**src/rtl/instr_fetch_unit.sv**
```systemverilog
// Fetch initiator: drives pc to imem, registers the returned word into a valid/ready slice.
// Latency: first if_valid two edges after reset release, then 1/cycle; holds while !if_ready.
module instr_fetch_unit #(
  parameter int              ADDR_W    = 5,
  parameter int              DATA_W    = 32,
  parameter logic [DATA_W-1:0] HALT_WORD = 32'hFFFF_FFFF,
  parameter int              CNT_W     = 16
) (
  input  logic              clk,
  input  logic              reset,
  output logic [ADDR_W-1:0] imem_addr,
  input  logic [DATA_W-1:0] imem_data,
  output logic [DATA_W-1:0] if_instr,
  output logic [ADDR_W-1:0] if_pc,
  output logic              if_valid,
  input  logic              if_ready,
  input  logic              redirect_valid,
  input  logic [ADDR_W-1:0] redirect_pc,
  output logic              halted,
  output logic [CNT_W-1:0]  issue_count
);

  typedef enum logic [1:0] {IDLE, RUN, HALT} state_t;

  state_t            state;
  logic [ADDR_W-1:0] pc;
  logic              load;

  // Address comes straight from the pc register so redirect/ready never reach imem.
  assign imem_addr = pc;
  assign load      = !if_valid || if_ready;

  always_ff @(posedge clk) begin
    if (reset) begin
      state       <= IDLE;
      pc          <= '0;
      if_instr    <= '0;
      if_pc       <= '0;
      if_valid    <= 1'b0;
      halted      <= 1'b0;
      issue_count <= '0;
    end else if (redirect_valid) begin
      // A held instruction is dropped; one accepted this cycle was already consumed.
      pc       <= redirect_pc;
      if_valid <= 1'b0;
      halted   <= 1'b0;
      state    <= RUN;
    end else begin
      case (state)
        IDLE: state <= RUN;
        RUN: begin
          if (load) begin
            if (imem_data == HALT_WORD) begin
              if_valid <= 1'b0;
              halted   <= 1'b1;
              state    <= HALT;
            end else begin
              if_instr <= imem_data;
              if_pc    <= pc;
              if_valid <= 1'b1;
              pc       <= pc + ADDR_W'(1);
              if (issue_count != {CNT_W{1'b1}})
                issue_count <= issue_count + CNT_W'(1);
            end
          end
        end
        HALT: state <= HALT;
        default: state <= IDLE;
      endcase
    end
  end

endmodule

```
**config.mk**
```make
export PLATFORM = sky130hd
export DESIGN_NAME = instr_fetch_unit
export DESIGN_NICKNAME = d
export VERILOG_FILES = /design/src/rtl/instr_fetch_unit.sv
export SDC_FILE = /design/constraint.sdc
export NUM_CORES = 1
export LEC_CHECK = 0
export ABC_AREA = 1
export BUFFER_PORTS_ARGS = -buffer_cell sky130_fd_sc_hd__buf_2
export CAP_MARGIN = 20
export CORE_MARGIN = 3
export CORE_UTILIZATION = 54
export DETAILED_ROUTE_END_ITERATION = 10
export GPL_TIMING_DRIVEN = 0
export PLACE_DENSITY = 0.91
export RECOVER_POWER = 100
export REMOVE_ABC_BUFFERS = 1
export SLEW_MARGIN = 20
export SYNTH_ARGS = -nofsm -noshare
export SYNTH_HDL_FRONTEND = slang
export SYNTH_SLANG_ARGS = --single-unit
```
**constraint.sdc**
```tcl
create_clock -name clk -period 3.3 [get_ports clk]
set_input_delay 0.66 -clock clk [delete_from_list [all_inputs] [get_ports clk]]
set_output_delay 0.66 -clock clk [all_outputs]
set_load 0.005 [all_outputs]
```
# Word level (Yosys, flattened, before mapping)
# Index checks and enable logic that the tools add are counted.
[word_totals]
mem_bits_rw = 0
n_memories = 0
latchBits = 0
ff_bits = 62
in_bits = 41
romBits = 0
out_inout_bits = 60
[op_classes]
add_sub_neg = 2
div_mod_pow = 0
reduce_logical = 13
multipliers = 0
muxes = 9
magnitude_cmp = 0
shift = 0
eq_ne = 9
n_bitwise = 2
[op_table]
columns = ["cell", "count"]
rows = [
  ["$eq A32 B32 Y1 const B", 1],
  ["$mux W5", 4],
  ["$add A16 B1 Y16 const B", 1],
  ["$ne A16 B16 Y1 const B", 1],
  ["$ne A2 B2 Y1 const B", 3],
  ["$ne A3 B3 Y1 const B", 2],
  ["$pmux W2 S3", 1],
  ["$reduce_and A2 Y1", 3],
  ["$reduce_and A3 Y1", 2],
  ["$add A5 B1 Y5 const B", 1],
  ["$reduce_and A5 Y1", 1],
  ["$mux W2", 2],
  ["$reduce_and A4 Y1", 1],
  ["$reduce_bool A2 Y1", 2],
  ["$eq A2 B1 Y1 const B", 1],
  ["$eq A2 B2 Y1 const B", 1],
  ["$logic_not A2 Y1", 1],
  ["$mux W1", 2],
  ["$not A1 Y1", 2],
  ["$reduce_or A2 Y1", 1],
  ["$logic_not A1 Y1", 1],
  ["$logic_or A1 B1 Y1", 1],
]

# Longest topological paths before layout
# Gate-level depths: netlist (run 1).
[logic_depth]
ltp_word = 5
ltp_mapped = 11
depth_no_buf = 10

# Worst setup path after synthesis (run 1)
# Ideal clock, no wire load.
[synth_path]
kind = "in2reg"
startpoint = "input imem_data[9]"
endpoint = "register if_instr[0]"
path_stages = 9
n_path_buf = 2
arrival_ns = 1.478
setup_ns = 0.119
slack_ns = 1.703
cell_sequence = "nand2_1 > nor2_1 > nand2_1 > nor2_1 > nand2_2 > nand3_4 > buf_6 > buf_4 > a21oi_1"
[synth_via]
elab_chain_len = 3
[synth_rtl]
columns = ["item", "line_no", "text"]
rows = [
  ["start: declaration", "12", "input logic [DATA_W-1:0] imem_data,"],
  ["$eq A32 B32 Y1", "53", "if (imem_data == HALT_WORD) begin"],
  ["$not A1 Y1 (no source line)", "-", ""],
  ["$reduce_and A4 Y1 (no source line)", "-", ""],
  ["end signal: assignment", "58", "if_instr <= imem_data;"],
  ["end: declaration", "13", "output logic [DATA_W-1:0] if_instr,"],
]
# No other way between the ends.
# A chain may end at the register's enable or synchronous reset.

# Worst setup path in the final report (run 1)
[layout_path]
startpoint = "register state[0]"
endpoint = "register if_instr[3]"
[layout_via]
elab_chain_len = 2
[layout_rtl]
columns = ["item", "line_no", "text"]
rows = [
  ["start: declaration", "25", "state_t state;"],
  ["start signal: assignment", "35", "state <= IDLE;"],
  ["start signal: assignment", "47", "state <= RUN;"],
  ["start signal: assignment", "50", "IDLE: state <= RUN;"],
  ["$eq A2 B1 Y1", "49", "case (state)"],
  ["$reduce_and A4 Y1 (no source line)", "-", ""],
]
# No other way between the ends.

==> results of run 1 <==
[layout make-up]
| type | count | area (µm²) | share of cell area (%) |
|---|---|---|---|
| multi-input combinational | 296 | 1330 | 37.8 |
| sequential | 62 | 1240 | 35.3 |
| timing repair buffer | 100 | 467 | 13.3 |
| inverter | 54 | 203 | 5.77 |
| clock buffer | 11 | 141 | 4.02 |
| tap | 70 | 87.6 | 2.49 |
| clock inverter | 4 | 47.5 | 1.35 |
[flip-flops by register name, summed over array words and instances (netlist names)]
name and count:
halted 1, state 2, imem_addr 5, if_valid 1
issue_count 16, if_instr 32, if_pc 5
[worst paths after layout]
check,to,depth (start not counted),start,slack [ns]
worst min register to register,if_pc[2],2,if_pc[2],0.44
worst max register to register,if_instr[3],6,state[0],0.93
worst max-delay path,if_instr[3],6,state[0],0.93
worst min-delay path,if_pc[2],2,if_pc[2],0.44
[synth_stat cells]
cell type	n
nand2_1	92
nor2_1	88
dfxtp_1	62
inv_1	54
o21ai_0	43
a21oi_1	39
nand3_1	10
buf_4	7
clkbuf_1	5
nand3b_1	5
ha_1	4
buf_6	3
o21ai_1	3
buf_2	2
nor2_4	2
a211oi_1	1
and3_1	1
nand2_2	1
nand3_2	1
nand3_4	1
nand4_1	1
nand4_2	1
nor2_2	1
xnor2_1	1
xor2_1	1
[per-layer routing]
metal | routed length [µm] | global-route usage, %
met5 | 0 | 0
met2 | 3430 | 40.2
met1 | 2970 | 25.5
met4 | 133 | 10.8
met3 | 328 | 3.95
[placed cells by master, fill, tap and decap left out, drive strengths merged]
master and instances:
o21ai 46, ha 4, clkinvlp 1, buf 73, xnor2 1, xor2 1, nand3b 5, nand2 93
inv 54, clkinv 2, dfxtp 62, a211oi 1, a21oi 39, nand3 12, nand4 2, clkbuf 38
and3 1, nor2 91, bufinv 1
[per-stage QoR]
stage	hold slack, ns	std cells
CTS	0.444	597
detailed placement	0.434	582
global route	0.459	597
finish	0.441	597
global placement	0.429	582
floorplan	0.442	412
[power groups by stage]
stage / registers (µW) / clock network [µW] / logic, µW
CTS: 825 / 652 / 224
floorplan: 844 / 0 / 114
global route: 831 / 691 / 245
global placement: 839 / 0 / 212
finish: 826 / 647 / 215
detailed placement: 841 / 0 / 221
[worst register-to-register path: stages, from the launching register on]
cell,delay (ns)
dfxtp_1,0.37
ha_1,0.23
inv_1,0.10
nor2_1,0.28
nand3_4,0.64
o21ai_0,0.54
a21oi_1,0.08
[kinds of logic after synthesis]
logic type	Yosys count	synth area share (%)
AOI/OAI and AO/OA	86	14.9
adders and majority gates	4	1.72
and+or+nand+nor	204	29.2
xor gates and xnor gates	2	0.602
buffers and inverters	71	10.9
DFF	62	42.6
==> impl_metrics.ini, run 1 <==
[sta]
timing.fmax_mhz = 422
setup_slack_ns = 0.929
slew_violations = 0
timing.setup.tns_ns = 0
tightest_slew_ns = 0.830
setup_violations = 0
slew_headroom_pct = 44.6
fin_crit_sh_pct = 71.8
layout_min_cycle_time_ns = 2.37
hold_violations = 0
skew_ns = 0.00999
rsz0062_at_grt = no

[logic_synthesis]
synth.ff_latch_count = 62
synth-seq-area-share_pct = 42.6
synthesis.area_mm2 = 0.00291
ys_types = 25
ys_warn_count = 0
synthCells = 429
synth.area.top_cells = dfxtp_1 43%, nand2_1 12%, nor2_1 11%, o21ai_0 7.4%, inv_1 7.0%
synth_top_area_share_pct = 42.6
yosys.area.top_type = dfxtp_1
avgSynthCellArea_um2 = 6.78

[clock_network]
cts_setup_buffers = 0
clock-sinks = 62
ctsHtreeMaxLevel = 3
cts_root_buf = clkbuf_8
cts_tree = built
clkLatencyLatePin_ns = 0.34
ctsResizeCount = 0
cts_hold_buf = 0
clkTransAtPathRegs_ns = 0.07
cts.path.max_buffers = 2
numCtsBuffers = 9

[critical_path]
critPathLaunchType = flop
required_ns = 3.49
cpLargestDelayFamily = simple AND/OR/NAND/NOR gates
crit_chain = ha_1 > inv_1 > nor2_1 > nand3_4 > o21ai_0 > a21oi_1
cp_slowest_cell = nand3_4
worstSetupPathType = reg -> reg
crit_path_end_kind = flop
critical_path_buf_inv_count = 1
crit_path_max_incr_delay_ns = 0.64
crit_arrival_ns = 2.56
worstPathMaxFanout = 87

[placed_design]
place.gp.congestion = 0.796
dp.final_hpwl_mm = 4.83
place_area_mm2 = 0.00338
pre_cts_slack_ns = 0.831
port-buffer-count = 100

[floorplanning]
initial_core_util_pct = 56.3
ios = 101
die_w_um = 79.4
core-area_mm2 = 0.00517
fp-row-count = 26
die_y_um = 79.4
die_area_mm2 = 0.00631

[power_and_ir_drop]
seq_power_share_pct = 48.9
powerDensity_mw_per_mm2 = 480
power.total_uw = 1690
p_int_uw = 1250
p_leak_uw = 0.00154
switchingPower_uw = 441
ir_worst_vdd_mv = 0.273
clockPowerShare_pct = 38.4
pwr-share-comb_pct = 12.7
switching_share_pct = 26.2

[final_layout]
syn_to_final_growth_pct = 20.8
diodes = 0
final_util_pct = 67.9
layout-drive-gt1-share_pct = 17.3
finalNetCount = 568
design_area_mm2 = 0.00351
n_fill_cell = 473

[global_routing]
grt_max_degree = 88
grt_pass1_vias = 2608
track_usage_pct = 22.4
grt_pass1_wl_mm = 11.1
antenna_found_initial = 0
grt_overflow = 0

[job]
maxCapViolations = 0

[status]
status = finished, final reports clean

[drt]
vias_per_cell = 4.86
drc = 0
drtIter0Drc = 156
dr.pass1.iters = 4
routedWlPerCell_um = 11.5
routed_wl_mm = 6.86
ant_nets = 0
vias = 2902

[worst_hold_path]
hold_class = reg -> reg
(Power assumes the default switching activity.)
==> run 2, diff against run 1 <==
--- a/config.mk
+++ b/config.mk
@@ -9,10 +9,10 @@
 export BUFFER_PORTS_ARGS = -buffer_cell sky130_fd_sc_hd__buf_2
 export CAP_MARGIN = 20
 export CORE_MARGIN = 3
-export CORE_UTILIZATION = 54
+export CORE_UTILIZATION = 50
 export DETAILED_ROUTE_END_ITERATION = 10
 export GPL_TIMING_DRIVEN = 0
-export PLACE_DENSITY = 0.91
+export PLACE_DENSITY = 0.86
 export RECOVER_POWER = 100
 export REMOVE_ABC_BUFFERS = 1
 export SLEW_MARGIN = 20
==> constraint.sdc (replaced) <==
create_clock -name clk -period 2.37 [get_ports clk]
set_input_delay 0.474 -clock clk [delete_from_list [all_inputs] [get_ports clk]]
set_output_delay 0.474 -clock clk [all_outputs]
set_load 0.005 [all_outputs]
==> run 2 against run 1 <==
Against the previous run: total power up 34%; register-to-register slack worse by 0.74 ns; via count up 1.0%; combinational power up 43%.
==> impl_metrics.ini, run 2 (same netlist as run 1, synthesis figures left out) <==
[drt]
ant_nets = 0
vias_per_cell = 4.87
routedWlPerCell_um = 11.9
routed_wl_mm = 7.14
dr.pass1.iters = 4
drtIter0Drc = 128
vias = 2931
drc = 0

[placed_design]
pre_cts_slack_ns = 0.0827
port-buffer-count = 100
place.gp.congestion = 0.770
dp.final_hpwl_mm = 4.92

[power_and_ir_drop]
ir_worst_vdd_mv = 0.395
seq_power_share_pct = 51.1
clockPowerShare_pct = 35.3
powerDensity_mw_per_mm2 = 639
power.total_uw = 2250
p_leak_uw = 0.00151
switchingPower_uw = 618
switching_share_pct = 27.4
pwr-share-comb_pct = 13.6
p_int_uw = 1640

[final_layout]
largest_reg_flops = 32
finalNetCount = 570
biggestRegsByFlops = if_instr (32), issue_count (16)
layout-drive-gt1-share_pct = 16.2
diodes = 0
top_register = if_instr
layout_commonest_cell = nand2_1
n_fill_cell = 568
final_cell_mix = 92 x nand2_1, 89 x nor2_1, 64 x buf_2
syn_to_final_growth_pct = 21.1

[floorplanning]
die_w_um = 82.3
ios = 101
initial_core_util_pct = 52.2
core-area_mm2 = 0.00557
die_y_um = 82.3
die_area_mm2 = 0.00677
fp-row-count = 27

[global_routing]
track_usage_pct = 21.4
grt_pass1_vias = 2591
grt_overflow = 0
grt_max_degree = 88
antenna_found_initial = 0
grt_pass1_wl_mm = 11.1

[sta]
tightest_slew_ns = 0.832
fin_crit_sh_pct = 92.1
rsz0062_at_grt = no
timing.setup.tns_ns = 0
timing.fmax_mhz = 458
hold_violations = 0
skew_ns = 0.00612
setup_slack_ns = 0.187
slew_headroom_pct = 44.5
slew_violations = 0
layout_min_cycle_time_ns = 2.18
setup_violations = 0

[critical_path]
crit_path_end_kind = flop
worstSetupPathType = reg -> reg
required_ns = 2.55
critPathLaunchType = flop
crit_arrival_ns = 2.37
worstPathMaxFanout = 43

[clock_network]
cts_root_buf = clkbuf_8
clkTransAtPathRegs_ns = 0.07
ctsResizeCount = 0
cts_tree = built
clock-sinks = 62
cts.path.max_buffers = 2
clkLatencyLatePin_ns = 0.33
numCtsBuffers = 9
ctsHtreeMaxLevel = 3
cts_setup_buffers = 0
cts_hold_buf = 0

[job]
maxCapViolations = 0

[worst_hold_path]
hold_class = in -> reg

[status]
status = finished, final reports clean
## run 2: path summary, 6_finish.rpt
kind / from / to / slack (ns) / depth (start not counted)
hold reg to reg: if_pc[2] / if_pc[2] / 0.44 / 2
setup / recovery: state[1] / if_instr[22] / 0.19 / 7
setup reg to reg: state[1] / if_instr[22] / 0.19 / 7
hold / removal: reset / imem_addr[0] / 0.35 / 2
## run 2: stage by stage
stage | hold WS, ns | instance area (µm²) | util (%) | cells
floorplan | 0.442 | 2800 | - | 412
global placement | 0.429 | 3390 | 60.7 | 584
detailed placement | 0.432 | 3410 | 61.1 | 585
CTS | 0.333 | 3570 | 64.1 | 601
global route | 0.341 | 3520 | 63.2 | 602
finish | 0.349 | 3520 | 63.2 | 602
## run 2: layout make-up
type / count / area [µm²] / area share, %
timing repair buffer: 101 / 475 / 13.5
clock inverter: 4 / 22.5 / 0.639
sequential: 62 / 1240 / 35.2
clock buffer: 12 / 145 / 4.12
multi-input combinational: 297 / 1350 / 38.2
tap: 72 / 90.1 / 2.56
inverter: 54 / 203 / 5.75
## run 2: power by group through the flow
stage | Combinational (µW) | Clock (µW) | Sequential, µW
floorplan | 159 | 0 | 1170
global placement | 297 | 0 | 1170
detailed placement | 313 | 0 | 1170
CTS | 315 | 809 | 1150
global route | 353 | 870 | 1160
finish | 307 | 795 | 1150
## run 2: routing by layer
metal  GRT usage, %  share of wire (%)  routed length [µm]
met2           36.7                 49                3470
met4           11.6                2.5                 182
met5              0                  0                   0
met1           24.9                 43                3080
met3           4.12                5.7                 408
## run 2: critical path, cell delays in order, from the launching register on
cell and delay [ns]:
dfxtp_1 0.31, inv_1 0.08, ha_1 0.21, inv_1 0.11
nor2_4 0.19, nand3_2 0.66, o21ai_0 0.40, a21oi_1 0.08
==> run 3, diff against run 2 <==
--- a/config.mk
+++ b/config.mk
@@ -9,10 +9,10 @@
 export BUFFER_PORTS_ARGS = -buffer_cell sky130_fd_sc_hd__buf_2
 export CAP_MARGIN = 20
 export CORE_MARGIN = 3
-export CORE_UTILIZATION = 50
+export CORE_UTILIZATION = 54
 export DETAILED_ROUTE_END_ITERATION = 10
 export GPL_TIMING_DRIVEN = 0
-export PLACE_DENSITY = 0.86
+export PLACE_DENSITY = 0.91
 export RECOVER_POWER = 100
 export REMOVE_ABC_BUFFERS = 1
 export SLEW_MARGIN = 20
==> constraint.sdc (replaced) <==
create_clock -name clk -period 2.72 [get_ports clk]
set_input_delay 0.544 -clock clk [delete_from_list [all_inputs] [get_ports clk]]
set_output_delay 0.544 -clock clk [all_outputs]
set_load 0.005 [all_outputs]
==> run 3 against run 2 <==
Against the previous run: first-iteration DRC count up 22%; final cell count decreased by 0.83%; routed wire length shrank 4.4%; worst setup slack improved by 0.30 ns; clock-buffer cell count down 1; combinational power decreased by 15%; register-to-register slack better by 0.30 ns; via count is 0.55% lower.
==> impl_metrics.ini, run 3 (same netlist as run 1, synthesis figures left out) <==
[global_routing]
grtUsageMet1_pct = 25.5
grt_busiest_layer = met2
track_usage_pct = 22.4
grt_util_met3_pct = 3.95
antenna_found_initial = 0
grt_pass1_wl_mm = 11.1
grt_max_degree = 88
grt_pass1_vias = 2608
grt_util_met2_pct = 40.2
grt_overflow = 0

[critical_path]
crit_arrival_ns = 2.43
r2r_cells = 7
rr_startpoint = state[1]
required_ns = 2.91
critPathLaunchType = flop
crit_path_end_kind = flop
r2r_end = if_instr[3]
critical_path_buf_inv_count = 2
cpLargestDelayFamily = simple AND/OR/NAND/NOR gates
crit_chain = inv_1 > ha_1 > inv_1 > nor2_4 > nand3_4 > o21ai_0 > a21oi_1
worstPathMaxFanout = 87
worstSetupPathType = reg -> reg
reg2reg_slack_ns = 0.48
cp_slowest_cell = nand3_4
crit_path_max_incr_delay_ns = 0.59
crit_top_cell = inv_1

[final_layout]
largest_reg_flops = 32
biggestRegsByFlops = if_instr (32), issue_count (16)
design_area_mm2 = 0.00353
diodes = 0
finalNetCount = 568
syn_to_final_growth_pct = 21.2
top_register = if_instr
layout-drive-gt1-share_pct = 17.8
final_util_pct = 68.2
final_cell_mix = 92 x nand2_1, 89 x nor2_1, 74 x buf_2
layout_commonest_cell = nand2_1

[clock_network]
ctsResizeCount = 0
cts_root_buf = clkbuf_8
cts_hold_buf = 0
clkLatencyLatePin_ns = 0.34
clock-sinks = 62
ctsHtreeMaxLevel = 3
numCtsBuffers = 9
cts.path.max_buffers = 2
cts_tree = built
clkTransAtPathRegs_ns = 0.07
cts_setup_buffers = 0

[floorplanning]
fp-row-count = 26
die_area_mm2 = 0.00631
die_w_um = 79.4
die_y_um = 79.4
initial_core_util_pct = 56.3
core-area_mm2 = 0.00517
ios = 101

[worst_hold_path]
hold_class = in -> reg
hold_depth = 2
min-delay-start = reset
whs_endpoint = imem_addr[0]

[power_and_ir_drop]
switching_share_pct = 26.1
p_int_uw = 1510
pwr-share-comb_pct = 12.8
clockPowerShare_pct = 38.3
powerDensity_mw_per_mm2 = 581
switchingPower_uw = 534
p_leak_uw = 0.00155
seq_power_share_pct = 48.9
ir_worst_vdd_mv = 0.331

[sta]
fin_crit_sh_pct = 82.2
hold_violations = 0
slew_violations = 0
slew_headroom_pct = 44.5
setup_violations = 0
skew_ns = 0.0105
layout_min_cycle_time_ns = 2.24
timing.fmax_mhz = 447
rsz0062_at_grt = no
whs_ns = 0.396
tightest_slew_ns = 0.832
timing.setup.tns_ns = 0

[placed_design]
place.gp.congestion = 0.796
dp.final_hpwl_mm = 4.83
port-buffer-count = 100
place_area_mm2 = 0.00338

[job]
maxCapViolations = 0

[drt]
ant_nets = 0
vias_per_cell = 4.88
drc = 0
dr.pass1.iters = 5
routedWlPerCell_um = 11.4
vias = 2915
routed_wl_mm = 6.83
drtIter0Drc = 156

[status]
status = finished, final reports clean
run 3: cell types whose count changed in the layout (fill, tap and decap cells not counted), sizes merged:
cell and delta:
buf +8, bufinv +1, clkbuf -10, nand3 -1, clkinv -1
run 3: metrics by stage:
| step | cells | worst slack [ns] | total power, µW |
|---|---|---|---|
| detailed placement | 582 | 0.367 | 1290 |
| CTS | 597 | 0.512 | 2060 |
| global route | 597 | 0.171 | 2150 |
| global placement | 582 | 0.441 | 1270 |
| finish | 597 | 0.485 | 2050 |
| floorplan | 412 | 0.909 | 1160 |
run 3: worst max path at each step:
stage                     cells after the start  slack, ns              end    startpoint
after global placement                       11       0.44   issue_count[9]  imem_data[1]
after global routing                          7       0.17      if_instr[3]      state[1]
after detailed placement                      9       0.37      if_instr[3]  imem_data[1]
final                                         7       0.48      if_instr[3]      state[1]
after CTS                                     6       0.51     if_instr[13]      state[0]
after floorplan                              10       0.91  issue_count[10]  imem_data[9]
run 3: layout make-up:
cell class	instances	area [µm²]
tap	70	87.6
timing repair buffer	100	468
sequential	62	1240
multi-input combinational	296	1340
clock inverter	4	47.5
inverter	54	203
clock buffer	11	141
fill	469	1650
run 3: power groups by stage:
stage / Combinational (µW) / Sequential (µW) / Clock (µW)
final: 262 / 1000 / 783
after global routing: 299 / 1010 / 838
after CTS: 271 / 1000 / 791
after detailed placement: 268 / 1020 / 0
after global placement: 258 / 1020 / 0
after floorplan: 139 / 1020 / 0
run 3: routing by layer:
layer | part of all wire [%] | vias to the layer above
met4 | 1.9 | 0
met2 | 50 | 78
li1 | - | 1527
met3 | 5.5 | 13
met1 | 42 | 1297
met5 | 0 | -
run 3: worst register-to-register path, delay by kind of cell (launching register included):
family                     cells  cell delay, ns
AOI/OAI and AO/OA              2            0.63
adders and majority gates      1            0.21
buffers and inverters          2            0.19
DFF                            1            0.31
and+or+nand+nor                2            0.75
